## src/rtl/dso_spi_pkg.sv

```systemverilog
// Shared types for the DSO SPI slave-select controller: targets, FSM states, requesters.
package dso_spi_pkg;

  localparam int unsigned CMD_W_DEF = 16;
  localparam int unsigned NUM_SS    = 5;

  typedef enum logic [2:0] {
    TGT_CH1  = 3'd0,
    TGT_CH2  = 3'd1,
    TGT_CH3  = 3'd2,
    TGT_TRIG = 3'd3,
    TGT_EEP  = 3'd4
  } tgt_e;

  typedef enum logic [1:0] {
    ST_IDLE,
    ST_LAUNCH,
    ST_XFER,
    ST_RESP
  } state_e;

  typedef enum logic {
    REQ_CFG,
    REQ_EEP
  } req_e;

  function automatic logic tgt_legal(input logic [2:0] tgt);
    return (tgt <= 3'(TGT_EEP));
  endfunction

endpackage

```

## src/rtl/spi_ss_timer.sv

```systemverilog
// Loadable down-counter used both for the inter-transaction SS-high gap and the done timeout.
module spi_ss_timer #(
  parameter int unsigned W = 13
) (
  input  logic         clk,
  input  logic         rst_n,
  input  logic         load,
  input  logic [W-1:0] load_val,
  output logic         expired
);

  logic [W-1:0] cnt_q, cnt_d;

  always_comb begin
    cnt_d = cnt_q;
    if (load) begin
      cnt_d = load_val;
    end else if (cnt_q != '0) begin
      cnt_d = cnt_q - W'(1);
    end
  end

  always_ff @(posedge clk or negedge rst_n) begin
    if (!rst_n) begin
      cnt_q <= '0;
    end else begin
      cnt_q <= cnt_d;
    end
  end

  assign expired = (cnt_q == '0);

endmodule

```

## src/rtl/spi_ss_ctrl.sv

```systemverilog
// Arbitrates the single-SS SPI master between the cfg and eep requesters and
// decodes the master's slave select onto the five per-device selects.
module spi_ss_ctrl
  import dso_spi_pkg::*;
#(
  parameter int unsigned CMD_W       = CMD_W_DEF,
  parameter int unsigned GAP_CYC     = 4,
  parameter int unsigned TIMEOUT_CYC = 4096
) (
  input  logic             clk,
  input  logic             rst_n,
  input  logic             cfg_req,
  input  logic [2:0]       cfg_tgt,
  input  logic [CMD_W-1:0] cfg_cmd,
  output logic             cfg_done,
  output logic             cfg_err,
  input  logic             eep_req,
  input  logic [2:0]       eep_tgt,
  input  logic [CMD_W-1:0] eep_cmd,
  output logic             eep_done,
  output logic             eep_err,
  output logic [CMD_W-1:0] rdata,
  output logic             mstr_wrt,
  output logic [CMD_W-1:0] mstr_cmd,
  input  logic             mstr_SS_n,
  input  logic             mstr_done,
  input  logic [CMD_W-1:0] mstr_data,
  output logic             ch1_ss_n,
  output logic             ch2_ss_n,
  output logic             ch3_ss_n,
  output logic             trig_ss_n,
  output logic             EEP_ss_n
);

  localparam int unsigned TMR_MAX = (TIMEOUT_CYC > GAP_CYC) ? TIMEOUT_CYC : GAP_CYC;
  localparam int unsigned TMR_W   = $clog2(TMR_MAX + 1);

  state_e            state_q, state_d;
  req_e              owner_q, owner_d;
  req_e              last_q, last_d;
  logic [2:0]        tgt_q, tgt_d;
  logic [CMD_W-1:0]  cmd_q, cmd_d;
  logic [CMD_W-1:0]  rdata_q, rdata_d;
  logic              wrt_q, wrt_d;
  logic [NUM_SS-1:0] ss_q, ss_d;
  logic              cfg_done_q, cfg_done_d, cfg_err_q, cfg_err_d;
  logic              eep_done_q, eep_done_d, eep_err_q, eep_err_d;

  req_e              pick;
  logic [2:0]        pick_tgt;
  logic [CMD_W-1:0]  pick_cmd;
  logic              fin, fin_err, active;
  logic              tmr_load, tmr_expired;
  logic [TMR_W-1:0]  tmr_val;

  spi_ss_timer #(
    .W (TMR_W)
  ) u_timer (
    .clk      (clk),
    .rst_n    (rst_n),
    .load     (tmr_load),
    .load_val (tmr_val),
    .expired  (tmr_expired)
  );

  always_comb begin
    state_d  = state_q;
    owner_d  = owner_q;
    last_d   = last_q;
    tgt_d    = tgt_q;
    cmd_d    = cmd_q;
    rdata_d  = rdata_q;
    fin      = 1'b0;
    fin_err  = 1'b0;

    // Round-robin: on a tie the requester not served last time wins.
    pick     = (cfg_req && (!eep_req || last_q == REQ_EEP)) ? REQ_CFG : REQ_EEP;
    pick_tgt = (pick == REQ_CFG) ? cfg_tgt : eep_tgt;
    pick_cmd = (pick == REQ_CFG) ? cfg_cmd : eep_cmd;

    // One timer serves both uses: timeout armed at LAUNCH, gap armed at RESP.
    tmr_load = (state_q == ST_LAUNCH) || (state_q == ST_RESP);
    tmr_val  = (state_q == ST_LAUNCH) ? TMR_W'(TIMEOUT_CYC) : TMR_W'(GAP_CYC);

    unique case (state_q)
      ST_IDLE: begin
        if (tmr_expired && (cfg_req || eep_req)) begin
          owner_d = pick;
          last_d  = pick;
          tgt_d   = pick_tgt;
          if (tgt_legal(pick_tgt)) begin
            cmd_d   = pick_cmd;
            state_d = ST_LAUNCH;
          end else begin
            state_d = ST_RESP;
            fin     = 1'b1;
            fin_err = 1'b1;
          end
        end
      end
      ST_LAUNCH: state_d = ST_XFER;
      ST_XFER: begin
        if (mstr_done) begin
          rdata_d = mstr_data;
          state_d = ST_RESP;
          fin     = 1'b1;
        end else if (tmr_expired) begin
          state_d = ST_RESP;
          fin     = 1'b1;
          fin_err = 1'b1;
        end
      end
      ST_RESP: state_d = ST_IDLE;
      default: state_d = ST_IDLE;
    endcase

    // Done/err are registered on entry to RESP so they appear for exactly the RESP cycle.
    cfg_done_d = fin && (owner_d == REQ_CFG);
    cfg_err_d  = fin_err && (owner_d == REQ_CFG);
    eep_done_d = fin && (owner_d == REQ_EEP);
    eep_err_d  = fin_err && (owner_d == REQ_EEP);
    wrt_d      = (state_d == ST_LAUNCH);

    active = (state_d == ST_LAUNCH) || (state_d == ST_XFER);
    ss_d   = '1;
    for (int unsigned i = 0; i < NUM_SS; i++) begin
      if (active && tgt_d == 3'(i)) begin
        ss_d[i] = mstr_SS_n;
      end
    end
  end

  always_ff @(posedge clk or negedge rst_n) begin
    if (!rst_n) begin
      state_q    <= ST_IDLE;
      owner_q    <= REQ_CFG;
      last_q     <= REQ_EEP;
      tgt_q      <= '0;
      cmd_q      <= '0;
      rdata_q    <= '0;
      wrt_q      <= 1'b0;
      ss_q       <= '1;
      cfg_done_q <= 1'b0;
      cfg_err_q  <= 1'b0;
      eep_done_q <= 1'b0;
      eep_err_q  <= 1'b0;
    end else begin
      state_q    <= state_d;
      owner_q    <= owner_d;
      last_q     <= last_d;
      tgt_q      <= tgt_d;
      cmd_q      <= cmd_d;
      rdata_q    <= rdata_d;
      wrt_q      <= wrt_d;
      ss_q       <= ss_d;
      cfg_done_q <= cfg_done_d;
      cfg_err_q  <= cfg_err_d;
      eep_done_q <= eep_done_d;
      eep_err_q  <= eep_err_d;
    end
  end

  assign cfg_done  = cfg_done_q;
  assign cfg_err   = cfg_err_q;
  assign eep_done  = eep_done_q;
  assign eep_err   = eep_err_q;
  assign rdata     = rdata_q;
  assign mstr_wrt  = wrt_q;
  assign mstr_cmd  = cmd_q;
  assign ch1_ss_n  = ss_q[0];
  assign ch2_ss_n  = ss_q[1];
  assign ch3_ss_n  = ss_q[2];
  assign trig_ss_n = ss_q[3];
  assign EEP_ss_n  = ss_q[4];

endmodule

```

## config.mk

```make
export PLATFORM = sky130hd
export DESIGN_NAME = spi_ss_ctrl
export DESIGN_NICKNAME = d
export VERILOG_FILES = /design/src/rtl/dso_spi_pkg.sv /design/src/rtl/spi_ss_timer.sv /design/src/rtl/spi_ss_ctrl.sv
export SDC_FILE = /design/constraint.sdc
export NUM_CORES = 1
export LEC_CHECK = 0
export BUFFER_PORTS_ARGS = -buffer_cell sky130_fd_sc_hd__buf_2
export CELL_PAD_IN_SITES_DETAIL_PLACEMENT = 0
export CELL_PAD_IN_SITES_GLOBAL_PLACEMENT = 1
export CORE_MARGIN = 5
export CORE_UTILIZATION = 39
export DETAILED_ROUTE_END_ITERATION = 10
export HOLD_SLACK_MARGIN = 0.02
export PLACE_DENSITY = 0.87
export SLEW_MARGIN = 25
export SYNTH_ARGS = -nofsm -noshare
export SYNTH_HDL_FRONTEND = slang
export SYNTH_SLANG_ARGS = --single-unit
```

## constraint.sdc

```tcl
create_clock -name clk -period 3.12 [get_ports clk]
set_input_delay 0.156 -clock clk [delete_from_list [all_inputs] [get_ports clk]]
set_output_delay 0.156 -clock clk [all_outputs]
set_load 0.02 [all_outputs]
```

# ---- After elaboration in Yosys (flattened, before gate mapping)
# Index checks and enable logic that the tools add are counted.
dict set report word_totals {
  ff_bits 62
  out_inout_bits 42
  wordCells 76
}
dict set report classes {
  bitwise 1
  n_reduce_logical 24
  n_eq_ne 9
  addsub 1
  magnitude_cmp 1
  mux 27
}
# operator n
set op_table {}
lappend op_table {{$mux W13} 3}
lappend op_table {{$mux W16} 1}
lappend op_table {{$logic_not A13 Y1} 1}
lappend op_table {{$mux W1} 13}
lappend op_table {{$reduce_bool A13 Y1} 1}
lappend op_table {{$sub A13 B1 Y13 const B} 1}
lappend op_table {{$logic_and A1 B1 Y1} 11}
lappend op_table {{$mux W3} 3}
lappend op_table {{$mux W2} 4}
lappend op_table {{$pmux W2 S4} 1}
lappend op_table {{$eq A2 B2 Y1 const B} 3}
lappend op_table {{$eq A3 B2 Y1 const B} 2}
lappend op_table {{$eq A2 B1 Y1 const B} 2}
lappend op_table {{$logic_or A1 B1 Y1} 4}
lappend op_table {{$pmux W1 S2} 2}
lappend op_table {{$reduce_and A2 Y1} 2}
lappend op_table {{$eq A3 B1 Y1 const B} 1}
lappend op_table {{$eq A3 B3 Y1 const B} 1}
lappend op_table {{$le A3 B3 Y1 const B} 1}
lappend op_table {{$logic_not A3 Y1} 1}
lappend op_table {{$reduce_and A3 Y1} 1}
lappend op_table {{$logic_not A2 Y1} 1}
lappend op_table {{$reduce_bool A2 Y1} 1}
lappend op_table {{$logic_not A1 Y1} 1}
lappend op_table {{$not A1 Y1} 1}

# ---- Longest topological paths before layout
dict set report depth {
  ltp_word 12
  mapped_depth 10
  mapped_depth_nobuf 10
}

# ---- Cells and area by module
# From an unflattened synthesis, not the netlist that was laid out.
dict set report unflattened {
  cells_unflattened 252
  hier_area_um2 3086.7
}
# module seq_area_each_um2 area_per_inst_um2 instances cells_each
set modules_own_cells {}
lappend modules_own_cells {spi_ss_ctrl 1233.7 2319.7 1 170}
lappend modules_own_cells {spi_ss_timer 325.3 767.0 1 82}

# ---- Worst setup path after synthesis
# No wires, ideal clock.
dict set report synth_timing {
  kind {register to register}
  from {reg u_timer.cnt_q[0]}
  to {reg ss_q[0]}
  arrival_time_ns 2.373
  slack_ns 0.648
  path_stages_with_launch 11
  setup_ns 0.098
  path_buffers 0
  t_required_ns 3.022
  path_cell_list {dfrtp_1 -> inv_1 -> ha_1 -> or4b_4 -> nor2_4 -> and3_4 -> mux2i_1 -> mux2i_1 -> ha_1 -> nor2_1 -> nand4_1}
}
dict set report synth_between {
  elab_chain_cells 8
  elab_cells_between_ends 14
}
# element line
set synth_lines {}
lappend synth_lines {{start, declared} spi_ss_timer.sv:12} ;# logic [W-1:0] cnt_q, cnt_d;
lappend synth_lines {{start signal, assigned} spi_ss_timer.sv:27} ;# cnt_q <= cnt_d;
lappend synth_lines {{$logic_not A13 Y1 *} spi_ss_timer.sv:31} ;# assign expired = (cnt_q == '0);
lappend synth_lines {{$mux W2 / $logic_and A1 B1 Y1 (equally long branches)} {spi_ss_ctrl.sv:107, spi_ss_ctrl.sv:87}}
lappend synth_lines {{$mux W2 (on tied branches)} {spi_ss_ctrl.sv:103, spi_ss_ctrl.sv:87}}
lappend synth_lines {{$pmux W2 S4} spi_ss_ctrl.sv:85} ;# unique case (state_q)
lappend synth_lines {{$eq A2 B1 Y1 / $eq A2 B2 Y1 (equally long branches)} spi_ss_ctrl.sv:124} ;# active = (state_d == ST_LAUNCH) || (state_d == ST_XFER);
lappend synth_lines {{$logic_or A1 B1 Y1} spi_ss_ctrl.sv:124}
lappend synth_lines {{$logic_and A1 B1 Y1 *} spi_ss_ctrl.sv:127} ;# if (active && tgt_d == 3'(i)) begin
lappend synth_lines {{$mux W1 *} spi_ss_ctrl.sv:127}
lappend synth_lines {{via ss_d[0]} spi_ss_ctrl.sv:45} ;# logic [NUM_SS-1:0] ss_q, ss_d;
lappend synth_lines {{end signal, assigned} spi_ss_ctrl.sv:155} ;# ss_q <= ss_d;
lappend synth_lines {{end, declared} spi_ss_ctrl.sv:45}
# Mark *: on every way through the listed nets, which the timed path passes. The rest lies on a longest branch.
# A chain may end at the register's enable or synchronous reset.

# ---- Worst setup path after layout
# Same ends and word-level chain as after synthesis.

==> summary.log <==
[sta] transition time at the pin with the least slew margin 691 ps
[layout] layout-stage area growth over the synthesis result 28.8%
[yosys] cell with the most instances after synthesis sky130_fd_sc_hd__dfrtp_1
[floorplanning] Initial Util 0.403
[clock_tree] clock-pin slew on the worst setup and hold paths 70 ps
[layout] Layout Cell Area excl Fill 3760 um2
[worst_setup_path] capturing element type of the critical path flip-flop
[worst_setup_path] reg-to-reg startpoint u_timer.cnt_q[0]$_DFFE_PN0P_
[sta] fraction of the cycle the final worst path needs 0.880
[grt] GRT Residual Overflow 0
[yosys] total of flip-flops plus latches after synthesis 62
[yosys] sequential fraction of the synthesis area 0.534
[sta] # setup viols final 0
[floorplanning] total die area 9320 um2
[layout] fraction of layout cells with a size suffix above 1 0.553
[drt] total met3 wirelength after detailed routing 406 um
[layout] Layout Nets 399
[yosys] area of the mapped netlist 2920 um2
[yosys] largest cells by area after synthesis sky130_fd_sc_hd__dfrtp_1 (48%), sky130_fd_sc_hd__mux2_2 (17%), sky130_fd_sc_hd__dfstp_2 (5.4%)
[sta] remaining max-slew budget at the tightest pin 0.538
[drt] count of antenna-violating nets left after detailed routing 0
[yosys] leading area contributor after synthesis sky130_fd_sc_hd__dfrtp_1
[clock_tree] clock tree root buffer cell sky130_fd_sc_hd__clkbuf_8
[worst_setup_path] arrival time of the worst setup path 2990 ps
[job] max cap viols 0
[clock_tree] later-pin clock latency in the skew report 340 ps
[clock_tree] Sink Count 62
[worst_setup_path] worst setup path class flip-flop to flip-flop
[drt] total wire length 6540 um
[pwr] part of the power in registers 0.367
[worst_setup_path] FF-to-FF setup slack 370 ps
[min_path] Worst Hold Path Cells 2
[min_path] Hold Path End rdata[1]$_DFFE_PN0P_
[grt] via count of the first global-routing pass 2325
[clock_tree] number of clock buffers inserted by TritonCTS 9
[sta] total count of max-transition violations in the final report 0
[yosys] most used flip-flop cell after synthesis sky130_fd_sc_hd__dfrtp_1
[pwr] maximum vdd ir drop 0.000416 V
[grt] GRT Total Usage 0.151
[clock_tree] deepest clock path buffer count 2
[clock_tree] deepest level of the CTS H-tree 3
[drt] first-iteration detailed-routing DRC count 52
[sta] maximum frequency from static timing analysis 364 MHz
[place] Port Buf Inserts 101
[sta] final hold slack 41.2 ps
[yosys] Post-Syn Nets 290
[yosys] post-synth top area share 0.480
[place] Area after DPL 3530 um2
[drt] Routed WL per cell 15.0 um
[floorplanning] die span in y 96.5 um
[sta] setup repair after global routing missed its margin false
[sta] Setup TNS Final 0 ps
[grt] largest net degree at the start of global routing 35
[worst_setup_path] Worst setup SP type flip-flop
[pwr] P_leak 0.00187 uW
[layout] number of antenna repair diodes 0
[place] sum of net half-perimeters after detailed placement 4940 um
[floorplanning] number of core rows 31
[grt] global-route wire length before repair 10800 um
[sta] final critical path time including I/O delays and setup 2750 ps
[pwr] Sw Pwr 1420 uW
[yosys] most numerous cell types in the synthesized netlist sky130_fd_sc_hd__dfrtp_1 (56), sky130_fd_sc_hd__mux2_2 (45), sky130_fd_sc_hd__nor2_1 (13), sky130_fd_sc_hd__inv_1 (12), sky130_fd_sc_hd__mux2_4 (10)
[place] routability congestion estimate 0.774
[grt] number of antenna violations at the first check in global routing 0
[yosys] count of unique library cells instantiated by Yosys 42
[floorplanning] die outline width 96.5 um
[yosys] yosys synthesis warning count 0
[drt] highest routing layer actually used met4
[drt] number of vias in the routed layout 2125
[worst_setup_path] required time of the critical path 3360 ps
[yosys] average cell area after synthesis 13.0 um2
[drt] met2 wire length 3410 um
[yosys] FFs w/ async S/R, synth 1.00
[floorplanning] area inside the core boundary 7250 um2
[sta] Fin Clk Skew 11.7 ps
[yosys] count of flip-flops with a built-in enable after synthesis 0
[yosys] Post-Syn Instances 224
[worst_setup_path] biggest fanout along the worst timing path 5
[pwr] design internal power 2330 uW
[pwr] portion of total power attributed to combinational logic 0.434
[pwr] power per standard cell area 997 nW/um2
[clock_tree] clock tree from TritonCTS done
[sta] endpoints failing hold 0
[min_path] Tightest Hold Check Type input port to flip-flop
[clock_tree] number of instances resized during post-cts repair 0
[drt] DRC viols 0
[drt] vias per cell 4.86
[drt] first-pass detailed-route iteration total 4
[min_path] Min-Delay Startpoint mstr_data[1]
[drt] routed length on met1 2680 um
[worst_setup_path] destination of the worst register-to-register timing path ss_q[0]$_DFF_PN1_
[pwr] portion of total power attributed to the clock network 0.199
[floorplanning] count of boundary I/O pins 102
[worst_setup_path] cells on worst reg2reg path 10
[pwr] net switching fraction of the power 0.378
[status] result of the run complete, no violations
-- stage by stage --
| stage | worst slack, ps | power (uW) | util | std cells |
|---|---|---|---|---|
| after detailed placement | 395 | 3040 | 0.487 | 419 |
| after floorplan | 648 | 2540 | - | 224 |
| after global placement | 476 | 2980 | 0.487 | 419 |
| after global routing | 133 | 4030 | 0.519 | 437 |
| after CTS | 371 | 3810 | 0.519 | 437 |
| final | 374 | 3750 | 0.519 | 437 |
-- cell families after synthesis --
group                    share of synthesized area
multiplexers                                 0.249
flip-flops                                   0.534
AND/OR/NAND/NOR                             0.0977
AO/OA/AOI/OAI                               0.0578
buffers and inverters                       0.0300
adder cells (fa/ha/maj)                     0.0257
XOR/XNOR                                   0.00600
-- state kept, by name, indices dropped and copies added (netlist names) --
name,count
eep_err,1
tgt_q,3
cfg_err,1
ss_q,5
mstr_cmd,16
rdata,16
cfg_done,1
last_q,1
state_q,2
owner_q,1
mstr_wrt,1
eep_done,1
u_timer.cnt_q,13
-- power by group through the flow --
| stage | Sequential (uW) | Clock, uW | Combinational [uW] |
|---|---|---|---|
| after floorplan | 1650 | 0 | 882 |
| final | 1380 | 747 | 1630 |
| after global placement | 1370 | 0 | 1610 |
| after detailed placement | 1390 | 0 | 1650 |
| after CTS | 1380 | 770 | 1660 |
| after global routing | 1430 | 808 | 1790 |
-- critical path, cell delays in order, from the launching register on --
cell and delay [ps]:
sky130_fd_sc_hd__dfrtp_1 410, sky130_fd_sc_hd__inv_1 100, sky130_fd_sc_hd__ha_1 210, sky130_fd_sc_hd__or4b_4 510
sky130_fd_sc_hd__nor2_4 140, sky130_fd_sc_hd__and3_4 220, sky130_fd_sc_hd__mux2i_1 230, sky130_fd_sc_hd__mux2i_1 110
sky130_fd_sc_hd__ha_1 280, sky130_fd_sc_hd__nor2_1 290, sky130_fd_sc_hd__nand4_1 140
-- layer usage --
layer,GRT usage,vias to the layer above
met5,0,-
met4,0.0502,0
met3,0.0527,4
met2,0.257,52
met1,0.178,1038
li1,-,1031
-- worst max path at each step --
stage	from	to	slack (ps)	cells past startpoint
6_report	u_timer.cnt_q[0]$_DFFE_PN0P_	ss_q[0]$_DFF_PN1_	370	10
3_3_place_gp	u_timer.cnt_q[0]$_DFFE_PN0P_	ss_q[0]$_DFF_PN1_	480	10
2_1_floorplan	u_timer.cnt_q[0]$_DFFE_PN0P_	ss_q[0]$_DFF_PN1_	650	10
5_1_grt	u_timer.cnt_q[0]$_DFFE_PN0P_	ss_q[4]$_DFF_PN1_	130	10
3_5_place_dp	u_timer.cnt_q[0]$_DFFE_PN0P_	ss_q[3]$_DFF_PN1_	400	10
4_1_cts	u_timer.cnt_q[0]$_DFFE_PN0P_	ss_q[4]$_DFF_PN1_	370	10
-- final cells by class --
class | instances | area (um2)
Sequential cell | 62 | 1560
Tap cell | 99 | 124
Clock buffer | 12 | 135
Clock inverter | 4 | 72.6
Timing Repair Buffer | 106 | 548
Fill cell | 688 | 3490
Inverter | 12 | 45.0
Multi-Input combinational cell | 142 | 1280
-- placed cells by master (no fill, tap or decap), types with 2 or more instances in the layout --
cell                            Yosys  routed
sky130_fd_sc_hd__or4_1              3       3
sky130_fd_sc_hd__nand4_1            5       5
sky130_fd_sc_hd__mux2_2            45      45
sky130_fd_sc_hd__o211ai_1           2       2
sky130_fd_sc_hd__dfrtp_1           56      56
sky130_fd_sc_hd__buf_4              1       3
sky130_fd_sc_hd__buf_2              1     101
sky130_fd_sc_hd__ha_1               6       6
sky130_fd_sc_hd__nor2_1            13      13
sky130_fd_sc_hd__dfstp_2            6       6
sky130_fd_sc_hd__inv_1             12      12
sky130_fd_sc_hd__nand3_1            2       2
sky130_fd_sc_hd__clkbuf_8           0       9
sky130_fd_sc_hd__bufinv_16          0       2
sky130_fd_sc_hd__xor2_1             2       2
sky130_fd_sc_hd__o21ai_0            7       6
sky130_fd_sc_hd__nor4_1             2       2
sky130_fd_sc_hd__clkbuf_1           4       3
sky130_fd_sc_hd__or3_1              2       2
sky130_fd_sc_hd__nand2_1            4       4
sky130_fd_sc_hd__dlygate4sd3_1      0       2
sky130_fd_sc_hd__mux2_4            10      10
sky130_fd_sc_hd__a21oi_1            6       6
sky130_fd_sc_hd__o31ai_1            4       4
sky130_fd_sc_hd__mux2i_1            7       7
sky130_fd_sc_hd__o21a_1             2       2
sky130_fd_sc_hd__nor3_1             4       4
-- timing repair --
item                                   CTS  global route
endpoints found under the hold margin   28             0
hold buffers                             2             0
setup buffers                            0             0
Note: power is estimated with default switching activity, not from simulation.
